===== src/rtl/ssd_result_writer.sv =====
// AHB-Lite write engine: buffers 5-bit results and posts each as a data write plus a done-flag write.
// Define SSD_RESULT_DEDUP_EN to drop results equal to the last successfully written value.
module ssd_result_writer #(
    parameter int unsigned FIFO_DEPTH = 4,
    parameter logic [31:0] DATA_ADDR  = 32'hC000_0000,
    parameter logic [31:0] FLAG_ADDR  = 32'hC000_0004
) (
    input  logic        clk,
    input  logic        resetn,
    input  logic        res_valid_i,
    input  logic [4:0]  res_data_i,
    output logic        res_ready_o,
    output logic [31:0] ahb_haddr_o,
    output logic        ahb_hwrite_o,
    output logic [2:0]  ahb_hsize_o,
    output logic [2:0]  ahb_hburst_o,
    output logic [3:0]  ahb_hprot_o,
    output logic [1:0]  ahb_htrans_o,
    output logic        ahb_hmastlock_o,
    output logic [31:0] ahb_hwdata_o,
    input  logic        ahb_hready_i,
    input  logic        ahb_hresp_i,
    output logic        busy_o,
    output logic        err_o
);

    localparam int unsigned AW = $clog2(FIFO_DEPTH);
    localparam int unsigned CW = AW + 1;
    localparam logic [1:0]  HTRANS_IDLE   = 2'b00;
    localparam logic [1:0]  HTRANS_NONSEQ = 2'b10;

    typedef enum logic [1:0] {S_IDLE, S_AP_DATA, S_AP_FLAG, S_DP_FLAG} state_t;

    state_t        state_q, state_d;
    logic [4:0]    fifo_mem [FIFO_DEPTH];
    logic [AW-1:0] wr_ptr_q, rd_ptr_q;
    logic [CW-1:0] count_q;
    logic          fifo_full, fifo_empty, push, pop, load;
    logic [4:0]    head, cur_q;
    logic          err_q, err_set, flag_done;
    logic          dup_idle, dup_dp;

    assign fifo_full   = (count_q == CW'(FIFO_DEPTH));
    assign fifo_empty  = (count_q == '0);
    assign push        = res_valid_i && !fifo_full;
    assign head        = fifo_mem[rd_ptr_q];
    assign res_ready_o = !fifo_full;
    assign busy_o      = (state_q != S_IDLE) || !fifo_empty;
    assign err_o       = err_q;

    assign ahb_hwrite_o    = (ahb_htrans_o == HTRANS_NONSEQ);
    assign ahb_hsize_o     = 3'b010;
    assign ahb_hburst_o    = 3'b000;
    assign ahb_hprot_o     = 4'b0001;
    assign ahb_hmastlock_o = 1'b0;

    // Any error response seen while a data phase is outstanding
    assign err_set   = ahb_hresp_i && ((state_q == S_AP_FLAG) || (state_q == S_DP_FLAG));
    assign flag_done = (state_q == S_DP_FLAG) && ahb_hready_i && !ahb_hresp_i;

`ifdef SSD_RESULT_DEDUP_EN
    logic [4:0] last_q;
    logic       last_vld_q;

    // While the flag write is in flight, cur_q becomes the last value if it completes this cycle
    assign dup_idle = last_vld_q && (head == last_q);
    assign dup_dp   = (head == cur_q);

    always_ff @(posedge clk or negedge resetn) begin
        if (!resetn) begin
            last_q     <= '0;
            last_vld_q <= 1'b0;
        end else if (err_set) begin
            last_vld_q <= 1'b0;
        end else if (flag_done) begin
            last_q     <= cur_q;
            last_vld_q <= 1'b1;
        end
    end
`else
    assign dup_idle = 1'b0;
    assign dup_dp   = 1'b0;
`endif

    always_ff @(posedge clk) begin
        if (push) fifo_mem[wr_ptr_q] <= res_data_i;
    end

    always_ff @(posedge clk or negedge resetn) begin
        if (!resetn) begin
            state_q  <= S_IDLE;
            wr_ptr_q <= '0;
            rd_ptr_q <= '0;
            count_q  <= '0;
            cur_q    <= '0;
            err_q    <= 1'b0;
        end else begin
            state_q <= state_d;
            if (push) wr_ptr_q <= wr_ptr_q + AW'(1);
            if (pop)  rd_ptr_q <= rd_ptr_q + AW'(1);
            case ({push, pop})
                2'b10:   count_q <= count_q + CW'(1);
                2'b01:   count_q <= count_q - CW'(1);
                default: count_q <= count_q;
            endcase
            if (load)    cur_q <= head;
            if (err_set) err_q <= 1'b1;
        end
    end

    // Next state and bus outputs; the flag data phase overlaps the next data address phase
    always_comb begin
        state_d      = state_q;
        pop          = 1'b0;
        load         = 1'b0;
        ahb_htrans_o = HTRANS_IDLE;
        ahb_haddr_o  = '0;
        ahb_hwdata_o = '0;
        case (state_q)
            S_IDLE: begin
                if (!fifo_empty) begin
                    pop = 1'b1;
                    if (!dup_idle) begin
                        load    = 1'b1;
                        state_d = S_AP_DATA;
                    end
                end
            end
            S_AP_DATA: begin
                ahb_htrans_o = HTRANS_NONSEQ;
                ahb_haddr_o  = DATA_ADDR;
                if (ahb_hready_i) state_d = S_AP_FLAG;
            end
            S_AP_FLAG: begin
                ahb_hwdata_o = {27'b0, cur_q};
                if (!ahb_hresp_i) begin
                    ahb_htrans_o = HTRANS_NONSEQ;
                    ahb_haddr_o  = FLAG_ADDR;
                end
                if (ahb_hready_i) state_d = ahb_hresp_i ? S_IDLE : S_DP_FLAG;
            end
            S_DP_FLAG: begin
                ahb_hwdata_o = 32'h1;
                if (!ahb_hresp_i && !fifo_empty && !dup_dp) begin
                    ahb_htrans_o = HTRANS_NONSEQ;
                    ahb_haddr_o  = DATA_ADDR;
                end
                if (ahb_hready_i) begin
                    state_d = S_IDLE;
                    if (flag_done && !fifo_empty) begin
                        pop = 1'b1;
                        if (!dup_dp) begin
                            load    = 1'b1;
                            state_d = S_AP_FLAG;
                        end
                    end
                end
            end
            default: state_d = S_IDLE;
        endcase
    end

endmodule


===== config.mk =====
export PLATFORM = sky130hd
export DESIGN_NAME = ssd_result_writer
export DESIGN_NICKNAME = d
export VERILOG_FILES = /design/src/rtl/ssd_result_writer.sv
export SDC_FILE = /design/constraint.sdc
export NUM_CORES = 1
export LEC_CHECK = 0
export ABC_AREA = 0
export CORE_UTILIZATION = 47
export CTS_CLUSTER_DIAMETER = 120
export CTS_CLUSTER_SIZE = 24
export DETAILED_ROUTE_END_ITERATION = 8
export GPL_ROUTABILITY_DRIVEN = 1
export GPL_TIMING_DRIVEN = 0
export PLACE_DENSITY = 0.85
export SETUP_SLACK_MARGIN = 0.3
export SLEW_MARGIN = 20
export SYNTH_ARGS = -nofsm -noshare
export SYNTH_HDL_FRONTEND = slang
export SYNTH_SLANG_ARGS = --single-unit

===== constraint.sdc =====
create_clock -name clk -period 6.6 [get_ports clk]
set_input_delay 1.65 -clock clk [delete_from_list [all_inputs] [get_ports clk]]
set_output_delay 1.65 -clock clk [all_outputs]
set_load 0.05 [all_outputs]

==> impl_results.md, run 1 <==
- Routed wire length: 3.36 mm
- # DRC: 20
- Yosys reg bits: 35
- Rel. slew slack: 0.519
- Top post-synthesis cells by area: edfxtp_1, buf_4, dfrtp_1
- Fin crit period: 5.18 ns
- H-tree levels: 2
- Worst path arrival time: 3.53 ns
- Global-route wire length before repair: 5.21 mm
- Register area: 976 um2
- Yosys warning total: 0
- Failing checks: design-rule violations
- Worst Tran Pin Value: 0.719 ns
- Final nets: 299
- Hold_buf cts: 0
- Hold Path End: err_o
- Final total power: 1.19 mW
- Power Density: 420 nW/um2
- Sequential share of the synthesized area: 0.442
- # rows: 24
- Crit path max fanout: 4
- Mapped Area: 2210 um2
- Initial DRC Count: 43
- Clock Root Buffer: clkbuf_8
- GRT Total Usage: 0.136
- Internal reg-to-reg setup slack: 4.04 ns
- Clock sink count: 35
- Syn_area_per_cell: 12.1 um2
- DP Wirelength: 2.67 mm
- Ys async rst share: 0.429
- Max cap viols: 0
- Post-DR wirelength/cell: 10.1 um
- IO Count: 91
- Worst r2r dst: count_q[2]
- Fill cell count: 353
- Core area: 4440 um2
- Syn Inst Count: 183
- HP Class: register to register
- Gpl congestion: 0.733
- Post-synthesis cell type count: 36
- CTS tree: yes
- Setup crit end kind: primary output
- Number of global-route vias before repair: 1,136
- RSZ-0062 raised after global routing: false
- Outcome: complete, but fails checks
- Path depth of the worst reg2reg path: 9
- Final hold violations: 0
- Antenna violations before repair: 0
- Die Height: 70.5 um
- Worst slack, placed: 1.44 ns
- Crit Path Class: input pin to primary output
- Port bufs: 22
- Share of layout cells above drive strength 1: 0.341
- Min setup slack post-route: 1.42 ns
- Die area: 4980 um2
- Commonest cells in the synthesized netlist: buf_4, edfxtp_1, dfrtp_1
- Area of the multi-input gates: 901 um2
- Worst vdd ir: 0.263 mV
- DRT Pass-1 Iters: 6
- Post-synth top area share: 0.272
- Ant diodes: 0
- Final setup viols: 0
- CP startpoint kind: input pin
- Leakage power: 1.42 nW
- Initial Util: 0.497
- Antenna viol nets, final: 0
- Clock buffer depth: 2
- Worst Path Required: 4.95 ns
- Clock slew at reported path FFs: 0.07 ns
- GRT overflow: 0
- Most common cell in the netlist: buf_4
- Hold wc startpoint: err_o
- Post-CTS sizing: 0
- Worst Clk Skew: 0.00613 ns
- Final Max Tran Viols: 0
- Largest net degree at the start of global routing: 16
- Clock Latency Late Sink: 0.28 ns
- Vias/cell: 3.98
- FMAX: 193 MHz
- R2r startpoint: state_q[1]
- Cts bufs inserted: 5
- Top_reg_cell synth: edfxtp_1
- Fin crit share: 0.784
- Die width: 70.5 um
- Via count: 1,318
- Area growth syn-to-layout: 28.2%
- Post-Route Setup TNS: 0 ns
- Post-synth EDFFs: 20
- Setup Fix Bufs, Post-CTS: 0
- Synth area leader: edfxtp_1
- Hold path depth: 1
## metal layers
layer / track usage / part of all wire / vias to the layer above
met5: 0 / 0 / -
met4: 0.0467 / 0.011 / 0
met3: 0.0299 / 0.081 / 4
met2: 0.254 / 0.53 / 49
met1: 0.154 / 0.37 / 600
li1: - / - / 665
## logic make-up (layout without fill, tap and decap cells)
| group | after synthesis | count (layout) | share of synthesized area |
|---|---|---|---|
| buffers and inverters | 83 | 113 | 0.262 |
| flip-flops | 35 | 35 | 0.442 |
| AND/OR/NAND/NOR | 24 | 24 | 0.0753 |
| multiplexers | 12 | 12 | 0.0878 |
| adder cells (fa/ha/maj) | 11 | 11 | 0.0657 |
| AO/OA/AOI/OAI | 10 | 10 | 0.0397 |
| XOR/XNOR | 6 | 6 | 0.0238 |
| other | 2 | 68 | 0.00340 |
## state kept, by name (all words and copies together), names as in the netlist
register and cells:
count_q 3, cur_q 5, err_o 1, fifo_mem 20, rd_ptr_q 2, state_q 2, wr_ptr_q 2
## cell type report
cell class                      count  area share
Buffer                             73       0.191
Clock inverter                      1     0.00133
Tap cell                           52      0.0230
Multi-Input combinational cell    131       0.318
Inverter                           10      0.0133
Clock buffer                        7      0.0305
Timing Repair Buffer               22      0.0778
Sequential cell                    35       0.345
## placed cells by master (no fill, tap or decap), types with 3 or more instances in the layout
| cell type | Yosys | layout |
|---|---|---|
| mux4_2 | 5 | 5 |
| conb_1 | 2 | 68 |
| clkdlybuf4s50_1 | 0 | 22 |
| and2_1 | 4 | 4 |
| dfrtp_1 | 15 | 15 |
| edfxtp_1 | 20 | 20 |
| xor2_1 | 3 | 3 |
| xnor2_1 | 3 | 3 |
| buf_4 | 71 | 71 |
| mux2_2 | 5 | 5 |
| nor2_1 | 3 | 3 |
| nand2b_1 | 3 | 3 |
| and3_1 | 4 | 4 |
| inv_1 | 10 | 10 |
| clkbuf_8 | 0 | 6 |
| ha_1 | 10 | 10 |
## critical path: stages
cell,delay (ns)
clkdlybuf4s50_1,0.47
nand2b_1,0.17
o22ai_1,0.27
buf_4,0.17
clkdlybuf4s50_1,0.79
## metrics by stage
stage / cells / hold WS [ns] / utilization / instance area, um2
CTS: 331 / 0.473 / 0.637 / 2830
global placement: 323 / 0.449 / 0.617 / 2740
floorplan: 249 / 0.473 / - / 2460
global route: 331 / 0.515 / 0.637 / 2830
detailed placement: 323 / 0.457 / 0.617 / 2740
finish: 331 / 0.464 / 0.637 / 2830
## report_power, final
group,switching [mW],internal [mW]
sequential,0.0413,0.307
combinational,0.416,0.272
clock,0.0703,0.0835
total,0.527,0.663
## how the worst max path moves through the flow
stage | startpoint | to | slack (ns) | depth (start not counted)
2_1_floorplan | ahb_hresp_i | ahb_haddr_o[30] | 1.95 | 3
3_3_place_gp | ahb_hresp_i | ahb_haddr_o[30] | 1.46 | 5
6_report | ahb_hresp_i | ahb_haddr_o[30] | 1.42 | 5
5_1_grt | ahb_hresp_i | ahb_haddr_o[31] | 1.36 | 5
3_5_place_dp | ahb_hresp_i | ahb_haddr_o[31] | 1.44 | 5
4_1_cts | ahb_hresp_i | ahb_haddr_o[31] | 1.44 | 5
No activity file was read; power rests on OpenSTA's default activity.
==> inputs of run 2 (changes only) <==
--- a/config.mk
+++ b/config.mk
@@ -6,13 +6,13 @@
 export NUM_CORES = 1
 export LEC_CHECK = 0
 export ABC_AREA = 0
-export CORE_UTILIZATION = 47
+export CORE_UTILIZATION = 43
 export CTS_CLUSTER_DIAMETER = 120
 export CTS_CLUSTER_SIZE = 24
 export DETAILED_ROUTE_END_ITERATION = 8
 export GPL_ROUTABILITY_DRIVEN = 1
 export GPL_TIMING_DRIVEN = 0
-export PLACE_DENSITY = 0.85
+export PLACE_DENSITY = 0.78
 export SETUP_SLACK_MARGIN = 0.3
 export SLEW_MARGIN = 20
 export SYNTH_ARGS = -nofsm -noshare
==> constraint.sdc (replaced) <==
create_clock -name clk -period 5.2 [get_ports clk]
set_input_delay 1.3 -clock clk [delete_from_list [all_inputs] [get_ports clk]]
set_output_delay 1.3 -clock clk [all_outputs]
set_load 0.05 [all_outputs]
==> impl_results.md, run 2 (synthesis results as in run 1) <==
- Outcome: complete, no violations
- Fin crit period: 4.48 ns
- Largest net degree at the start of global routing: 16
- Post-DR wirelength/cell: 10.2 um
- Buf/Inv on CP: 3
- Power Density: 532 nW/um2
- Final hold violations: 0
- DP Wirelength: 2.80 mm
- Top Layer Used: met4
- Layout Cells excl Fill: 346
- # rows: 25
- WL met3: 276 um
- Gpl congestion: 0.789
- Antenna violations before repair: 0
- Worst vdd ir: 0.315 mV
- R2r startpoint: state_q[1]
- Worst Clk Skew: 0.00422 ns
- Fin crit share: 0.861
- Clock Latency Late Sink: 0.29 ns
- Critical path's largest stage delay: 0.80 ns
- Setup Fix Bufs, Post-CTS: 0
- Initial DRC Count: 28
- Initial Util: 0.458
- Worst Tran Pin Value: 0.702 ns
- Hold wc startpoint: err_o
- Worst Path Required: 3.90 ns
- DRT Pass-1 Iters: 5
- CP startpoint kind: input pin
- CP dominant cell by count: clkdlybuf4s50_1
- Cts bufs inserted: 5
- Worst r2r dst: count_q[2]
- Leakage power: 1.41 nW
- Max cap viols: 0
- Die width: 73.7 um
- Routed wl met2: 1.82 mm
- Crit path max fanout: 4
- Slowest-stage cell, CP: clkdlybuf4s50_1
- Hold_buf cts: 0
- Vias/cell: 3.79
- Met1 Routed Length: 1.37 mm
- Final nets: 299
- # DRC: 0
- Ant diodes: 0
- IO Count: 91
- Post-CTS sizing: 0
- Crit Path Class: input pin to primary output
- GRT overflow: 0
- FMAX: 223 MHz
- Clock Root Buffer: clkbuf_8
- CTS tree: yes
- Largest register FFs: 20
- Core area: 4820 um2
- Share of layout cells above drive strength 1: 0.344
- Die area: 5430 um2
- Area growth syn-to-layout: 28.8%
- Path depth of the worst reg2reg path: 10
- Clock sink count: 35
- Hold Path End: err_o
- Largest regs: fifo_mem x20, cur_q x5, count_q x3
- Internal reg-to-reg setup slack: 2.62 ns
- Routed wire length: 3.53 mm
- Largest delay share family, worst path: buffers and inverters
- Rel. slew slack: 0.531
- Final total power: 1.51 mW
- Die Height: 73.7 um
- Post-Route Setup TNS: 0 ns
- H-tree levels: 2
- GRT Total Usage: 0.141
- Most frequent cells in the layout: buf_4, conb_1, clkdlybuf4s50_1
- Number of global-route vias before repair: 1,190
- Final Max Tran Viols: 0
- Final setup viols: 0
- Placed cell count: 338
- Crit-path cells: clkdlybuf4s50_1 > nand2b_1 > o22ai_1 > buf_4 > clkdlybuf4s50_1
- Antenna viol nets, final: 0
- Via count: 1,313
- HP Class: register to register
- Port bufs: 22
- Clock buffer depth: 2
- Global-route wire length before repair: 5.54 mm
- Worst path arrival time: 3.18 ns
- Largest register by flop count: fifo_mem
- Commonest non-fill, non-tap cell in the layout: buf_4
- RSZ-0062 raised after global routing: false
- Clock slew at reported path FFs: 0.07 ns
- Hold path depth: 1
- Setup crit end kind: primary output
==> run 2: cell count changes in the layout (fill, tap and decap cells not counted) <==
cell	previous run	this run
clkbuf_8	6	5
clkinv_1	1	0
clkinvlp_4	0	1
clkinv_2	0	1
==> run 2: per-stage QoR <==
step	cell area (um2)	util	hold slack (ns)	setup WS [ns]
global route	2850	0.591	0.542	0.688
finish	2850	0.591	0.481	0.722
global placement	2760	0.573	0.450	0.760
floorplan	2460	-	0.473	1.25
detailed placement	2760	0.573	0.464	0.703
CTS	2850	0.591	0.481	0.712
==> run 2: area by class of cell <==
| cell class | instances | area (um2) |
|---|---|---|
| clock inverters | 2 | 12.5 |
| repair buffers | 22 | 220 |
| clock buffers | 6 | 72.6 |
| fillers | 428 | 1970 |
| well taps | 67 | 83.8 |
| multi-input cells | 131 | 901 |
| inverters | 10 | 37.5 |
| plain buffers | 73 | 542 |
| flip-flops and latches | 35 | 976 |
==> run 2: report_power, final <==
group          leakage, nW  internal [mW]  switching [mW]  total [mW]
combinational         1.02          0.345           0.527       0.873
sequential           0.357          0.390          0.0580       0.448
clock               0.0412         0.0936           0.100       0.194
==> run 2: worst max path at each step <==
stage / start / endpoint / slack [ns] / cells past startpoint
finish: ahb_hresp_i / ahb_htrans_o[1] / 0.72 / 5
global placement: ahb_hresp_i / ahb_htrans_o[1] / 0.76 / 5
CTS: ahb_hresp_i / ahb_htrans_o[1] / 0.71 / 5
floorplan: ahb_hresp_i / ahb_haddr_o[30] / 1.25 / 3
global route: ahb_hresp_i / ahb_htrans_o[1] / 0.69 / 5
detailed placement: ahb_hresp_i / ahb_htrans_o[1] / 0.70 / 5
==> run 2: layer usage <==
layer / track usage / vias to the layer above
li1: - / 660
met1: 0.157 / 589
met2: 0.246 / 59
met3: 0.0384 / 5
met4: 0.0705 / 0
met5: 0 / -
